**config.mk**
```make
export PLATFORM = sky130hd
export DESIGN_NAME = wb_commit_trace
export DESIGN_NICKNAME = d
export VERILOG_FILES = /design/src/rtl/wb_commit_trace.sv
export SDC_FILE = /design/constraint.sdc
export NUM_CORES = 1
export LEC_CHECK = 0
export BUFFER_PORTS_ARGS = -buffer_cell sky130_fd_sc_hd__buf_2
export CAP_MARGIN = 20
export CORE_MARGIN = 2
export CORE_UTILIZATION = 30
export CTS_BUF_LIST = sky130_fd_sc_hd__clkbuf_4
export DETAILED_ROUTE_END_ITERATION = 12
export PLACE_DENSITY_LB_ADDON = 0.25
export SLEW_MARGIN = 40
export SYNTH_ARGS = -nofsm -noshare
export SYNTH_HDL_FRONTEND = slang
export SYNTH_SLANG_ARGS = --single-unit
```
**constraint.sdc**
```tcl
create_clock -name clk -period 11.8 [get_ports clk]
set_clock_uncertainty 0.1 [all_clocks]
set_input_delay 1.77 -clock clk [delete_from_list [all_inputs] [get_ports clk]]
set_output_delay 1.77 -clock clk [all_outputs]
set_load 0.05 [all_outputs]
```
**src/rtl/wb_commit_trace.sv**
```systemverilog
// wb_commit_trace
//   Observes the writeback stage of the core and records every eligible
//   commit {rd, data, seq} into a first-word-fall-through trace FIFO that a
//   consumer drains over a valid/ready handshake. It also counts commits,
//   counts and flags entries lost to a full FIFO, and runs an idle watchdog.
//   It never back-pressures the core: a commit arriving at a full FIFO with
//   no pop in the same cycle is dropped, but its sequence number is still
//   used up, so the consumer can see the gap.
//
// Ports
//   clk           rising-edge clock
//   reset         asynchronous active-low reset
//   wb_valid      writeback commits this cycle
//   wb_rd         destination register index
//   wb_data       value written back
//   out_valid     FIFO head is valid
//   out_ready     consumer accepts the head
//   out_rd        head rd
//   out_data      head data
//   out_seq       head sequence number
//   level         current occupancy
//   commit_count  eligible commits since reset (wraps)
//   drop_count    entries dropped on a full FIFO (saturates at 255)
//   overflow      sticky: at least one drop occurred
//   hang          sticky: watchdog expired
//   clr_flags     synchronous pulse clearing overflow, hang, drop_count
module wb_commit_trace #(
    parameter int DEPTH     = 8,
    parameter int TIMEOUT   = 256,
    parameter int FILTER_X0 = 1
) (
    input  logic                       clk,
    input  logic                       reset,
    input  logic                       wb_valid,
    input  logic [4:0]                 wb_rd,
    input  logic [31:0]                wb_data,
    output logic                       out_valid,
    input  logic                       out_ready,
    output logic [4:0]                 out_rd,
    output logic [31:0]                out_data,
    output logic [15:0]                out_seq,
    output logic [$clog2(DEPTH):0]     level,
    output logic [31:0]                commit_count,
    output logic [7:0]                 drop_count,
    output logic                       overflow,
    output logic                       hang,
    input  logic                       clr_flags
);

    localparam int AW = $clog2(DEPTH);
    localparam int LW = AW + 1;
    localparam int IW = (TIMEOUT > 0) ? $clog2(TIMEOUT + 1) : 1;

    localparam logic [LW-1:0] DEPTH_L = LW'(DEPTH);
    localparam logic [IW-1:0] TO_MAX  = IW'(TIMEOUT);
    localparam logic [IW-1:0] TO_M1   = IW'(TIMEOUT - 1);

    typedef struct packed {
        logic [4:0]  rd;
        logic [31:0] data;
        logic [15:0] seq;
    } entry_t;

    entry_t          mem_r [DEPTH];
    logic [AW-1:0]   wr_ptr_r;
    logic [AW-1:0]   rd_ptr_r;
    logic [15:0]     seq_r;
    logic [IW-1:0]   idle_r;

    logic            eligible_s;
    logic            full_s;
    logic            pop_s;
    logic            push_s;
    logic            drop_s;
    entry_t          new_entry_s;
    entry_t          head_next_s;
    logic [LW-1:0]   level_next_s;
    logic [AW-1:0]   rd_ptr_next_s;
    logic [IW-1:0]   idle_next_s;
    logic            hang_next_s;
    logic [7:0]      drop_next_s;
    logic            overflow_next_s;

    // Push/pop decisions and next-state of the occupancy, head and flags.
    always_comb begin
        eligible_s      = wb_valid && !((FILTER_X0 != 0) && (wb_rd == 5'd0));
        full_s          = (level == DEPTH_L);
        pop_s           = out_valid && out_ready;
        // A pop in the same cycle frees the slot the push needs.
        push_s          = eligible_s && (!full_s || pop_s);
        drop_s          = eligible_s && full_s && !pop_s;
        new_entry_s     = '{rd: wb_rd, data: wb_data, seq: seq_r};
        level_next_s    = level;
        rd_ptr_next_s   = rd_ptr_r;
        head_next_s     = '{rd: out_rd, data: out_data, seq: out_seq};
        idle_next_s     = idle_r;
        hang_next_s     = hang;
        drop_next_s     = drop_count;
        overflow_next_s = overflow;

        case ({push_s, pop_s})
            2'b10:   level_next_s = level + LW'(1);
            2'b01:   level_next_s = level - LW'(1);
            default: level_next_s = level;
        endcase

        if (pop_s) begin
            rd_ptr_next_s = rd_ptr_r + AW'(1);
        end else begin
            rd_ptr_next_s = rd_ptr_r;
        end

        // The new head is either the entry being pushed right now (FIFO
        // otherwise empty after this cycle's pop) or an already stored one.
        if (level_next_s == LW'(0)) begin
            head_next_s = '{rd: out_rd, data: out_data, seq: out_seq};
        end else if (push_s && (level_next_s == LW'(1))) begin
            head_next_s = new_entry_s;
        end else begin
            head_next_s = mem_r[rd_ptr_next_s];
        end

        // A drop in the same cycle as clr_flags wins.
        if (drop_s) begin
            overflow_next_s = 1'b1;
            if (clr_flags) begin
                drop_next_s = 8'd1;
            end else if (drop_count != 8'hFF) begin
                drop_next_s = drop_count + 8'd1;
            end else begin
                drop_next_s = drop_count;
            end
        end else if (clr_flags) begin
            overflow_next_s = 1'b0;
            drop_next_s     = 8'd0;
        end else begin
            overflow_next_s = overflow;
            drop_next_s     = drop_count;
        end

        // Watchdog: any writeback (even rd==0) counts as activity.
        if (TIMEOUT == 0) begin
            idle_next_s = IW'(0);
            hang_next_s = 1'b0;
        end else if (clr_flags) begin
            idle_next_s = IW'(0);
            hang_next_s = 1'b0;
        end else if (wb_valid) begin
            idle_next_s = IW'(0);
            hang_next_s = hang;
        end else if (idle_r != TO_MAX) begin
            idle_next_s = idle_r + IW'(1);
            hang_next_s = hang || (idle_r == TO_M1);
        end else begin
            idle_next_s = idle_r;
            hang_next_s = hang;
        end
    end

    // Control state, counters and registered outputs.
    always_ff @(posedge clk or negedge reset) begin
        if (!reset) begin
            wr_ptr_r     <= '0;
            rd_ptr_r     <= '0;
            seq_r        <= 16'd0;
            idle_r       <= '0;
            level        <= '0;
            out_valid    <= 1'b0;
            out_rd       <= 5'd0;
            out_data     <= 32'd0;
            out_seq      <= 16'd0;
            commit_count <= 32'd0;
            drop_count   <= 8'd0;
            overflow     <= 1'b0;
            hang         <= 1'b0;
        end else begin
            if (push_s) begin
                wr_ptr_r <= wr_ptr_r + AW'(1);
            end
            if (eligible_s) begin
                seq_r        <= seq_r + 16'd1;
                commit_count <= commit_count + 32'd1;
            end
            rd_ptr_r   <= rd_ptr_next_s;
            idle_r     <= idle_next_s;
            level      <= level_next_s;
            out_valid  <= (level_next_s != LW'(0));
            out_rd     <= head_next_s.rd;
            out_data   <= head_next_s.data;
            out_seq    <= head_next_s.seq;
            drop_count <= drop_next_s;
            overflow   <= overflow_next_s;
            hang       <= hang_next_s;
        end
    end

    // Trace storage; stale contents are harmless because the pointers reset.
    always_ff @(posedge clk) begin
        if (push_s) begin
            mem_r[wr_ptr_r] <= new_entry_s;
        end
    end

endmodule

```
# Word-level counts from Yosys, hierarchy flattened
# Memories as Yosys holds them, arrays and structs flattened.
# Cells that the tools add are included.
# word_totals
ram_bits	424
reg_bits	131
memories	1
out_inout_bits	100
# op_classes
n_addsub	8
eq_ne	8
muxes	17
n_reduce_logical	20
# mem_list
memory	depth	width	rd	rd_ports_with_merged_regs	write_ports	line	rtl
mem_r	8	53	1	0	1	64	entry_t mem_r [DEPTH];
# op_table
cell	n
$mux 53	1
$add 32x1->32 const B	1
$mux 8	4
$mux 9	3
$add 16x1->16 const B	1
$add 9x1->9 const B	1
$eq 9x8->1 const B	1
$ne 9x9->1 const B	1
$add 8x1->8 const B	1
$ne 8x8->1 const B	1
$pmux 4 s2	1
$mux 1	7
$add 3x1->3 const B	2
$logic_and 1x1->1	6
$reduce_bool 2->1	3
$logic_not 5->1	1
$add 4x1->4 const B	1
$eq 4x1->1 const B	1
$eq 4x4->1 const B	1
$logic_not 4->1	1
$reduce_and 2->1	2
$reduce_bool 4->1	1
$sub 4x1->4 const B	1
$logic_not 1->1	3
other kinds (6)	7

# Logic depth before layout (Yosys ltp)
# Gate-level depths: netlist of run 1.
# depth
depth_word	9
depth_mapped	13
mapped_depth_nobuf	12

# Least setup slack after synthesis of run 1
# No wires, ideal clock.
# synth_timing
path_type	input -> register
startpoint	in wb_rd[3]
endpoint	mem mem_r[0][0] (netlist name) (enable)
cell_stages	5
path_slack_ns	3.671
path_buffers	1
setup_time_ns	0.595
arrival_time_ns	7.435
t_required_ns	11.105
cell_sequence	or2_2 > o21a_1 > nand2_1 > buf_1 > nor4_1
# synth_between
elab_chain_len	6
# synth_rtl
element	line	rtl
start: declaration	35	input logic [4:0] wb_rd,
$logic_not 5->1	86	eligible_s = wb_valid && !((FILTER_X0 != 0) && (wb_rd == 5'd0));
$logic_not 1->1	86	
$logic_and 1x1->1	86	
$logic_and 1x1->1	90	push_s = eligible_s && (!full_s || pop_s);
$mux 1	199	if (push_s) begin
$mux 1 (not written as such)	200	mem_r[wr_ptr_r] <= new_entry_s;
end: declaration	64	
# Every way passes these cells.

# Worst setup path after layout of run 1
# layout_timing
startpoint	in wb_rd[0]
endpoint	reg out_data[1]
# layout_between
elab_chain_len	9
word_cells_on_any_way	11
classes_between	eq/ne (3); mux (2); reduce/logical (6)
# layout_rtl
element	line	rtl
$logic_not 5->1 (*)	86	
$logic_not 1->1 (*)	86	
$logic_and 1x1->1 (*)	86	
$logic_and 1x1->1 (*)	90	
$eq 2x1->1 / $eq 2x2->1 (equally long branches)	101	case ({push_s, pop_s})
$pmux 4 s2 (*)	101	
via level_next_s[3]	77	logic [LW-1:0] level_next_s;
$eq 4x1->1	117	end else if (push_s && (level_next_s == LW'(1))) begin
$logic_and 1x1->1	117	
$mux 53	117	
end signal: assignment	189	out_data <= head_next_s.data;
end: declaration	40	output logic [31:0] out_data,
# The timed path passes the listed nets; every way through them passes the cells marked *.
# A chain may end at the register's enable or synchronous reset.

==> reports/results.txt, run 1 <==
Status: completed
Largest net degree at the start of global routing: 69
Ys async rst share: 23.6%
Hold Startpoint: commit_count[31]$_DFFE_PN0P_
GR Util All Layers: 15.0%
Share of layout cells above drive strength 1: 28.8%
Synth cell types: 55
Final GP Congestion: 0.735
CTS tree: built
Post-DP HPWL: 32.0 mm
Worst-margin pin slew: 784 ps
Syn Inst Count: 1410
Layout Nets: 1705
Critical-path maximum fanout: 54
VDD IR max: 225 uV
FF-to-FF Start: out_valid$_DFF_PN0_
Final Cycle Share: 41.5%
Post-CTS sizing: 0
Setup CP Type: in2reg
Starting density of the core: 30.3%
Core area: 75800 um^2
Synth Area per Inst: 16.3 um^2
First-pass GRT wire length: 87.8 mm
Antenna Violating Nets Remaining: 0
Global route overflow: 0
Clock transition at the registers of the reported paths: 60 ps
Vias in the first global route: 13.9k
DRT Pass-1 Iters: 5
Combined area of all synthesized cells: 23000 um^2
Startpoint types: primary input
Root buffer cell: clkbuf_4
Synthesis-to-finish area growth: 17.4%
Chip width: 281 um
RSZ-0062 raised after global routing: no
Total Power: 0.00786 W
Post-synth EDFFs: 424
CP Data Required Time: 12570 ps
Critical Path Sink Type: register
Drt total wl: 58.1 mm
Max-slew violation count: 0
Hold_buf cts: 0
H-tree levels: 4
Place WS: 5940 ps
# fillers: 7275
Power Density: 291 nW/um^2
Final setup TNS: 0 ps
DR WL/cell: 21.1 um
FP Rows: 101
Post-synthesis sequential area ratio: 69.7%
Yosys top cell area share: 55.4%
Vias per cell: 4.87
Die footprint: 78800 um^2
Worst Hold Class: reg2reg
Initial antenna violation count: 6
Worst-Skew Late Latency: 940 ps
Post-CTS setup buffers: 0
# clock sinks: 555
Fin. Hold Viols: 0
#FFs+latches synth: 555
Critical Path Start: wb_rd[0]
Synth area leader: edfxtp_1
Total CTS buffers: 151
Fin worst setup slack: 6900 ps
Die Height: 281 um
Slew headroom: 47.7%
Fmax: 0.204 GHz
Via count: 13.4k
Worst path arrival time: 5670 ps
PortBufs: 141
Maxcap violations: 0
Ys flop type: edfxtp_1
Top cells by area, synth: edfxtp_1 55%, dfrtp_1 14%, mux2i_1 9.3%
Leak Pwr: 10.4 nW
YS warnings: 0
DRC viols: 0
Initial DRC count: 816
CTS Buffer Depth: 3
Min Tclk post-route: 4900 ps
Final setup viols: 0
# IOs: 142
Post-Syn Nets: 1463
[metrics by stage]
stage | utilization [%] | hold slack, ps | area, um^2 | std cells
after floorplan | - | 417 | 23000 | 1410
after global placement | 32.8 | 361 | 24900 | 2477
after detailed placement | 32.8 | 364 | 24900 | 2477
after CTS | 35.6 | 372 | 27000 | 2751
after global routing | 35.6 | 384 | 27000 | 2755
final | 35.6 | 370 | 27000 | 2757
[cell usage after synthesis, drive strengths merged (5+ instances only)]
library cell and instances:
o21ai 60, inv 24, or3 5, nand3 22, mux2i 214, a22o 53
and3 7, edfxtp 424, xor2 25, dfrtp 131, xnor2 36, o2111ai 54
nor4 5, clkbuf 49, nor2 98, a21oi 7, nand2 47, buf 34
nor3 13, ha 10, nand4 11, mux4 53
[area by class of cell]
type / count / area [um^2] / area share (%)
repair buffers: 172 / 967 / 3.59
clock buffers: 237 / 1780 / 6.60
flip-flops and latches: 555 / 16000 / 59.4
multi-input cells: 747 / 6590 / 24.4
clock inverters: 37 / 293 / 1.09
well taps: 978 / 1220 / 4.54
inverters: 25 / 97.6 / 0.362
diodes: 6 / 15.0 / 0.0557
[final timing paths]
check | endpoint | slack (ps) | depth (start not counted)
min | commit_count[31]$_DFFE_PN0P_ | 370 | 1
max in group asynchronous | out_data[1]$_DFFE_PN0P_ | 9710 | 2
min reg2reg | commit_count[31]$_DFFE_PN0P_ | 370 | 1
max | out_data[1]$_DFFE_PN0P_ | 6900 | 15
min in group asynchronous | commit_count[5]$_DFFE_PN0P_ | 740 | 1
max reg2reg | out_data[1]$_DFFE_PN0P_ | 7890 | 13
[logic make-up after synthesis]
kind of cell / synth area share, %
AND/OR/NAND/NOR: 4.49
flip-flops: 69.7
multiplexers: 14.7
buffers and inverters: 2.16
adder cells (fa/ha/maj): 0.632
XOR/XNOR: 2.36
AO/OA/AOI/OAI: 5.97
[placed cells by master (no fill, tap or decap), types with 7 or more instances in the layout]
cell type and n:
a22o_1 53, nand3_1 22, nand4_1 11, o21ai_0 58
inv_1 19, buf_4 25, ha_1 10, and3_1 7
buf_2 140, nor2_1 95, xor2_1 24, buf_6 7
clkbuf_4 237, clkinv_1 22, edfxtp_1 424, mux2i_1 213
o2111ai_1 54, nor3_1 8, mux4_2 53, dfrtp_1 131
xnor2_1 34, nand2_1 45, a21oi_1 7
[registers in the layout, summed over array words and instances, names as in the netlist]
name / cells
out_rd: 5
out_seq: 16
level: 4
seq_r: 16
overflow: 1
rd_ptr_r: 3
mem_r: 424
idle_r: 9
wr_ptr_r: 3
out_valid: 1
drop_count: 8
out_data: 32
hang: 1
commit_count: 32
[critical path, stage by stage]
cell      delay (ps)
buf_2            150
or3_4            440
o21ai_4          410
nand2_2          130
clkinv_2         100
ha_1             230
a21o_1           210
a21o_1           190
nor4b_1          170
nor3_4           180
buf_4            590
inv_2            130
nor4_4           190
buf_4            450
a22o_1           240
[power breakdown]
part	internal (W)	switching [W]
Combinational	0.00126	0.00201
Clock	0.00102	0.000808
Sequential	0.00252	0.000241
[routing by layer]
metal	vias up	wire (um)	global-route usage [%]
met5	-	7	0
met3	104	3310	4.02
li1	6092	-	-
met1	6802	25400	19.6
met2	432	28000	23.9
met4	2	1370	5.79
No activity file was read; power rests on OpenSTA's default activity.
==> run 2, diff against run 1 <==
Clock period 11.8 ns to 4.5 ns, I/O delays scaled along.
==> run 2 against run 1 <==
Net effect:
- die area is the same
- worst hold slack lost 180 ps
- sequential share of layout area shrank 1.1 points
- register-to-register slack lost 7100 ps
- global-route usage grew 0.23 points
- wire length grew 2.3%
- first-iteration DRC count grew 3.7%
==> reports/results.txt, run 2 (same netlist as run 1, synthesis figures left out) <==
Largest register FFs: 424 (unchanged)
# clock sinks: 555 (unchanged)
Delay-heaviest family, CP: buffers and inverters
CP Data Required Time: 5220 ps (-7350 ps)
Switching share of total power: 39.4% (+0.44 points)
Final setup viols: 0 (unchanged)
Sw Pwr: 0.00817 W (+170%)
Cell area after layout: 27500 um^2 (+1.9%)
H-tree levels: 4 (unchanged)
Max stage delay on crit path: 600 ps (about the same)
Post-CTS setup buffers: 0 (unchanged)
Chip width: 281 um (unchanged)
Max-slew violation count: 0 (unchanged)
DR WL/cell: 21.2 um (+0.75%)
Initial antenna violation count: 3 (-3)
Die Height: 281 um (unchanged)
Share of layout cells above drive strength 1: 27.7% (-1.0 points)
Clock transition at the registers of the reported paths: 70 ps (about the same)
Root buffer cell: clkbuf_4
Combinational Power Share: 43.2% (+1.6 points)
Buf/Inv on CP: 4 (-1)
Fmax: 0.266 GHz
PortBufs: 141 (unchanged)
Clk pwr share: 22.1% (-1.2 points)
Vias in the first global route: 14.2k (+2.5%)
Vias per cell: 4.87 (about the same)
Critical-path maximum fanout: 53 (-1.9%)
Placed cell areas: 25100 um^2 (+0.84%)
R2R Path End: out_data[29]$_DFFE_PN0P_
VDD IR max: 625 uV (+180%)
Via count: 13.6k (+1.5%)
Total CTS buffers: 150 (-0.66%)
Worst-margin pin slew: 874 ps (+89.6 ps)
First-pass GRT wire length: 89.0 mm (+1.3%)
Layout Nets: 1751 (+2.7%)
Post-DP HPWL: 31.6 mm (-1.2%)
Core area: 75800 um^2 (unchanged)
Status: completed
GR Util All Layers: 15.3% (+0.23 points)
Die footprint: 78800 um^2 (unchanged)
Hold_ws: 194 ps (-176 ps)
Most frequent cells in the layout: 424 x edfxtp_1, 221 x clkbuf_4, 213 x mux2i_1
# IOs: 142 (unchanged)
CTS Buffer Depth: 3 (unchanged)
Worst Hold Class: in2async
DRC viols: 0 (unchanged)
Min Tclk post-route: 3770 ps
# fillers: 7218 (-0.78%)
Starting density of the core: 30.3% (unchanged)
Synthesis-to-finish area growth: 19.6%
Leak Pwr: 10.6 nW (+1.9%)
R2R depth: 11 (-2)
Slew headroom: 41.7% (-5.9 points)
Initial DRC count: 846 (+3.7%)
Multi-input combinational cell area: 6600 um^2 (+0.19%)
CP cell instances: dlygate4sd3_1 > buf_2 > or3_4 > o21ai_4 > nand2_2 > clkinv_2 > ha_1 > a21o_1 > a21o_1 > nor4b_1 > or4_2 > buf_4 > o21ai_0 > a22o_1
Final GP Congestion: 0.739 (+0.64%)
Worst path arrival time: 4480 ps (-1190 ps)
Internal power: 0.0126 W (+160%)
Critical Path Sink Type: register
RSZ-0062 raised after global routing: no
Finished Core Util: 36.3% (+0.68 points)
Fin. Hold Viols: 0 (unchanged)
Hold_buf cts: 40 (+40)
Worst-Skew Late Latency: 940 ps (about the same)
Drt total wl: 59.4 mm (+2.3%)
FF-to-FF Start: out_valid$_DFF_PN0_
Total Power: 0.0207 W (+160%)
Setup CP Type: in2reg
Most flop-heavy register: mem_r
Critical Path Start: wb_rd[0]
Cell mode on critical path: a21o_1
Maxcap violations: 0 (unchanged)
FP Rows: 101 (unchanged)
Commonest non-fill, non-tap cell in the layout: edfxtp_1
Power Density: 754 nW/um^2 (+160%)
Antenna Violating Nets Remaining: 0 (unchanged)
Startpoint types: primary input
Post-CTS sizing: 0 (unchanged)
Slowest cell on crit path: buf_4
Final setup TNS: 0 ps (unchanged)
Largest net degree at the start of global routing: 82 (+19%)
CTS tree: built
Final Cycle Share: 83.7%
Register-to-register setup slack: 800 ps (-7090 ps)
Global route overflow: 0 (unchanged)
Biggest regs: mem_r: 424 flops, commit_count: 32 flops, out_data: 32 flops
Seq pwr share: 34.7% (-0.4 points)
Reg area: 16000 um^2 (unchanged)
DRT Pass-1 Iters: 5 (unchanged)
## run 2: cell type report
class	instances	area share [%]
multi-input combinational	747	24.0
tap	978	4.45
clock buffer	221	6.04
sequential	555	58.2
inverter	25	0.355
clock inverter	50	1.17
antenna	3	0.0273
timing repair buffer	219	5.70
## run 2: power by group through the flow
stage          clock network (W)  logic [W]  registers, W
6_report                 0.00459    0.00896       0.00718
4_1_cts                  0.00477    0.00908       0.00720
3_3_place_gp                   0    0.00892       0.00728
2_1_floorplan                  0    0.00543       0.00817
3_5_place_dp                   0    0.00905       0.00729
5_1_grt                  0.00504    0.00958       0.00728
## run 2: how the worst max path moves through the flow
stage / to / slack, ps / cells after the start
after floorplan: mem_r[4][0]$_DFFE_PP_ / -1120 / 5
after global placement: out_seq[14]$_DFFE_PN0P_ / 500 / 13
after detailed placement: out_data[29]$_DFFE_PN0P_ / 380 / 13
after CTS: out_data[29]$_DFFE_PN0P_ / 810 / 11
after global routing: out_seq[9]$_DFFE_PN0P_ / 540 / 11
final: out_data[29]$_DFFE_PN0P_ / 730 / 14
## run 2: metal layers
metal / part of all wire [%] / global-route usage (%)
met1: 44 / 19.4
met2: 48 / 24.4
met3: 6.0 / 4.80
met4: 2.0 / 5.91
met5: 0 / 0
## run 2: metrics by stage
stage / setup slack [ps] / instances
2_1_floorplan: -1120 / 1410
3_3_place_gp: 502 / 2484
3_5_place_dp: 381 / 2484
4_1_cts: 814 / 2795
5_1_grt: 545 / 2798
6_report: 734 / 2798
==> run 3, diff against run 2 <==
Settings changed: ABC_AREA set to 1.
Clock period 4.5 ns to 3.55 ns, I/O delays scaled along.
==> run 3 against run 2 <==
Net effect:
- combinational power increased by 24%
- setup slack lost 350 ps
- largest power group unchanged
- clock power up 30%
- via count up 22%
- global-route usage rose by 0.84 points
- critical path type unchanged
- cell area rose by 2.2%
- die area is 1.5% higher
- sequential cell count did not move
- sequential power grew 27%
- non-clock buffer count increased by 17
==> reports/results.txt, run 3 <==
Final setup TNS: 0 ps (unchanged)
Most flop-heavy register: mem_r
Root buffer cell: clkbuf_4
Final cell count without fillers: 3515 (+26%)
Most frequent cells in the layout: 424 x edfxtp_1, 368 x nor2_1, 253 x nand2_1
Fmax: 0.316 GHz
Hold_ws: 206 ps (+11.9 ps)
Maxcap violations: 0 (unchanged)
# fillers: 7659 (+6.1%)
Sw Pwr: 0.0113 W (+38%)
Die footprint: 80000 um^2 (+1.5%)
Antenna Violating Nets Remaining: 0 (unchanged)
Reg area: 16000 um^2 (unchanged)
Cells after DPL: 3192 (+29%)
Critical-path maximum fanout: 29 (-45%)
Layout Nets: 2405 (+37%)
Final setup viols: 0 (unchanged)
YS warnings: 0 (unchanged)
Core area: 77200 um^2 (+1.8%)
Syn Inst Count: 2070 (+47%)
Via count: 16.6k (+22%)
Synth cell count leaders: 424 x edfxtp_1, 376 x nor2_1, 253 x nand2_1
Worst Hold Class: in2reg
Post-Syn Nets: 2123 (+45%)
Clock transition at the registers of the reported paths: 60 ps (about the same)
Synth area leader: edfxtp_1
Yosys top cell area share: 54.6% (-0.85 points)
Largest register FFs: 424 (unchanged)
Min Tclk post-route: 3170 ps
Global route overflow: 0 (unchanged)
Startpoint types: primary input
#FFs+latches synth: 555 (unchanged)
Max stage delay on crit path: 530 ps (-70 ps)
Top-count cell post-synth: edfxtp_1
Status: completed
Commonest non-fill, non-tap cell in the layout: edfxtp_1
Worst-Skew Late Latency: 950 ps (about the same)
DR WL/cell: 18.0 um (-15%)
Final GP Congestion: 0.791 (+7.0%)
Combined area of all synthesized cells: 23300 um^2 (+1.6%)
Chip width: 283 um (+0.77%)
CTS Buffer Depth: 3 (unchanged)
Fin worst setup slack: 382 ps (-352 ps)
DRC viols: 0 (unchanged)
Biggest regs: mem_r: 424 flops, commit_count: 32 flops, out_data: 32 flops
Largest net degree at the start of global routing: 133 (+62%)
FP Rows: 102 (+0.99%)
PortBufs: 141 (unchanged)
Synthesis-to-finish area growth: 20.3%
Power Density: 930 nW/um^2 (+23%)
Top cells by area, synth: edfxtp_1 55%, dfrtp_1 14%, nor2_1 6.0%
Fin. Hold Viols: 0 (unchanged)
GR Util All Layers: 16.1% (+0.84 points)
Worst path arrival time: 3860 ps (-620 ps)
Slowest cell on crit path: dlygate4sd3_1
Critical Path Sink Type: register
CTS tree: built
Die Height: 283 um (+0.77%)
Post-CTS setup buffers: 0 (unchanged)
Switching share of total power: 43.3% (+3.9 points)
Hold_buf cts: 43 (+7.5%)
H-tree levels: 4 (unchanged)
DRT Pass-1 Iters: 5 (unchanged)
Seq pwr share: 34.8% (about the same)
Slew headroom: 48.4% (+6.7 points)
Setup CP Type: in2reg
First-pass GRT wire length: 97.3 mm (+9.4%)
Leak Pwr: 10.7 nW (+1.6%)
Post-synth EDFFs: 424 (unchanged)
Total Power: 0.0261 W (+26%)
RSZ-0062 raised after global routing: no
Vias in the first global route: 16.8k (+18%)
Final Cycle Share: 89.2%
Max-slew violation count: 0 (unchanged)
Ys flop type: edfxtp_1
# IOs: 142 (unchanged)
Multi-input combinational cell area: 6400 um^2 (-3.1%)
Post-synthesis sequential area ratio: 68.6% (-1.1 points)
Share of layout cells above drive strength 1: 19.3% (-8.4 points)
Vias per cell: 4.73 (-2.9%)
Ys async rst share: 23.6% (unchanged)
Synth Area per Inst: 11.3 um^2 (-31%)
Synth cell types: 40 (-27%)
Starting density of the core: 30.2% (-0.080 points)
Place WS: 3.39 ps (-377 ps)
VDD IR max: 645 uV (+3.2%)
# clock sinks: 555 (unchanged)
CP cell instances: dlygate4sd3_1 > buf_2 > nor2_1 > nand3_2 > nand2_2 > nand2_4 > inv_1 > ha_1 > nand2_1 > nand2_1 > nor2_1 > inv_1 > nand2_1 > nand3_2 > a21oi_4 > nand2_4 > buf_4 > nand3_1 > nand2_1
Post-DP HPWL: 35.5 mm (+12%)
Cell mode on critical path: nand2_1
Total CTS buffers: 155 (+3.3%)
Worst-margin pin slew: 773 ps (-100 ps)
Clk pwr share: 22.8% (+0.7 points)
Drt total wl: 63.4 mm (+6.8%)
Combinational Power Share: 42.4% (-0.8 points)
Post-CTS sizing: 0 (unchanged)
CP Data Required Time: 4250 ps (-970 ps)
Internal power: 0.0148 W (+18%)
Initial antenna violation count: 4 (+1)
Initial DRC count: 1093 (+29%)
run 3: layout make-up:
type | instances | area share, %
Timing Repair Buffer | 236 | 6.65
Inverter | 120 | 1.63
Clock inverter | 50 | 1.19
Clock buffer | 227 | 6.07
Antenna cell | 3 | 0.0267
Sequential cell | 555 | 57.0
Multi-Input combinational cell | 1284 | 22.8
Tap cell | 1040 | 4.63
run 3: power groups by stage:
stage / sequential [W] / clock, W / combinational, W
after floorplan: 0.0104 / 0 / 0.00625
after global placement: 0.00920 / 0 / 0.0110
after detailed placement: 0.00923 / 0 / 0.0112
after CTS: 0.00912 / 0.00617 / 0.0113
after global routing: 0.00924 / 0.00649 / 0.0123
final: 0.00910 / 0.00595 / 0.0111
run 3: path summary, 6_finish.rpt:
kind / startpoint / endpoint / slack [ps] / cells past startpoint
setup / recovery: wb_rd[2] / out_rd[0]$_DFFE_PN0P_ / 380 / 19
hold / removal: out_ready / level[2]$_DFF_PN0_ / 210 / 5
setup reg to reg: out_valid$_DFF_PN0_ / out_rd[0]$_DFFE_PN0P_ / 460 / 16
hold reg to reg: commit_count[31]$_DFFE_PN0P_ / commit_count[31]$_DFFE_PN0P_ / 370 / 1
max in group asynchronous: reset / out_data[26]$_DFFE_PN0P_ / 2100 / 4
min in group asynchronous: reset / out_seq[6]$_DFFE_PN0P_ / 610 / 4
run 3: logic make-up (layout without fill, tap and decap cells):
family / count (synthesis) / after routing / share of synthesized area (%)
simple gates: 872 / 872 / 15.7
flops: 555 / 555 / 68.6
compound gates: 353 / 353 / 8.84
buf+inv: 231 / 633 / 4.36
xor+xnor: 48 / 48 / 1.83
fa+ha+maj: 11 / 11 / 0.622
other cells: 0 / 3 / 0
run 3: critical path, delay by kind of cell:
kind	cells	cell delay [ps]
AOI/OAI and AO/OA	1	330
buffers and inverters	5	1130
and+or+nand+nor	12	1570
adders and majority gates	1	270
run 3: layer usage:
layer	GRT usage [%]	up-vias	routed length [um]
li1	-	7908	-
met4	6.44	2	1570
met5	0	-	13
met1	20.1	8121	27400
met3	4.29	123	3940
met2	26.6	461	30400
run 3: stage by stage:
stage,area [um^2],util [%]
after global placement,25600,33.2
after CTS,28100,36.4
after global routing,28100,36.4
after detailed placement,25600,33.2
after floorplan,23300,-
final,28100,36.4
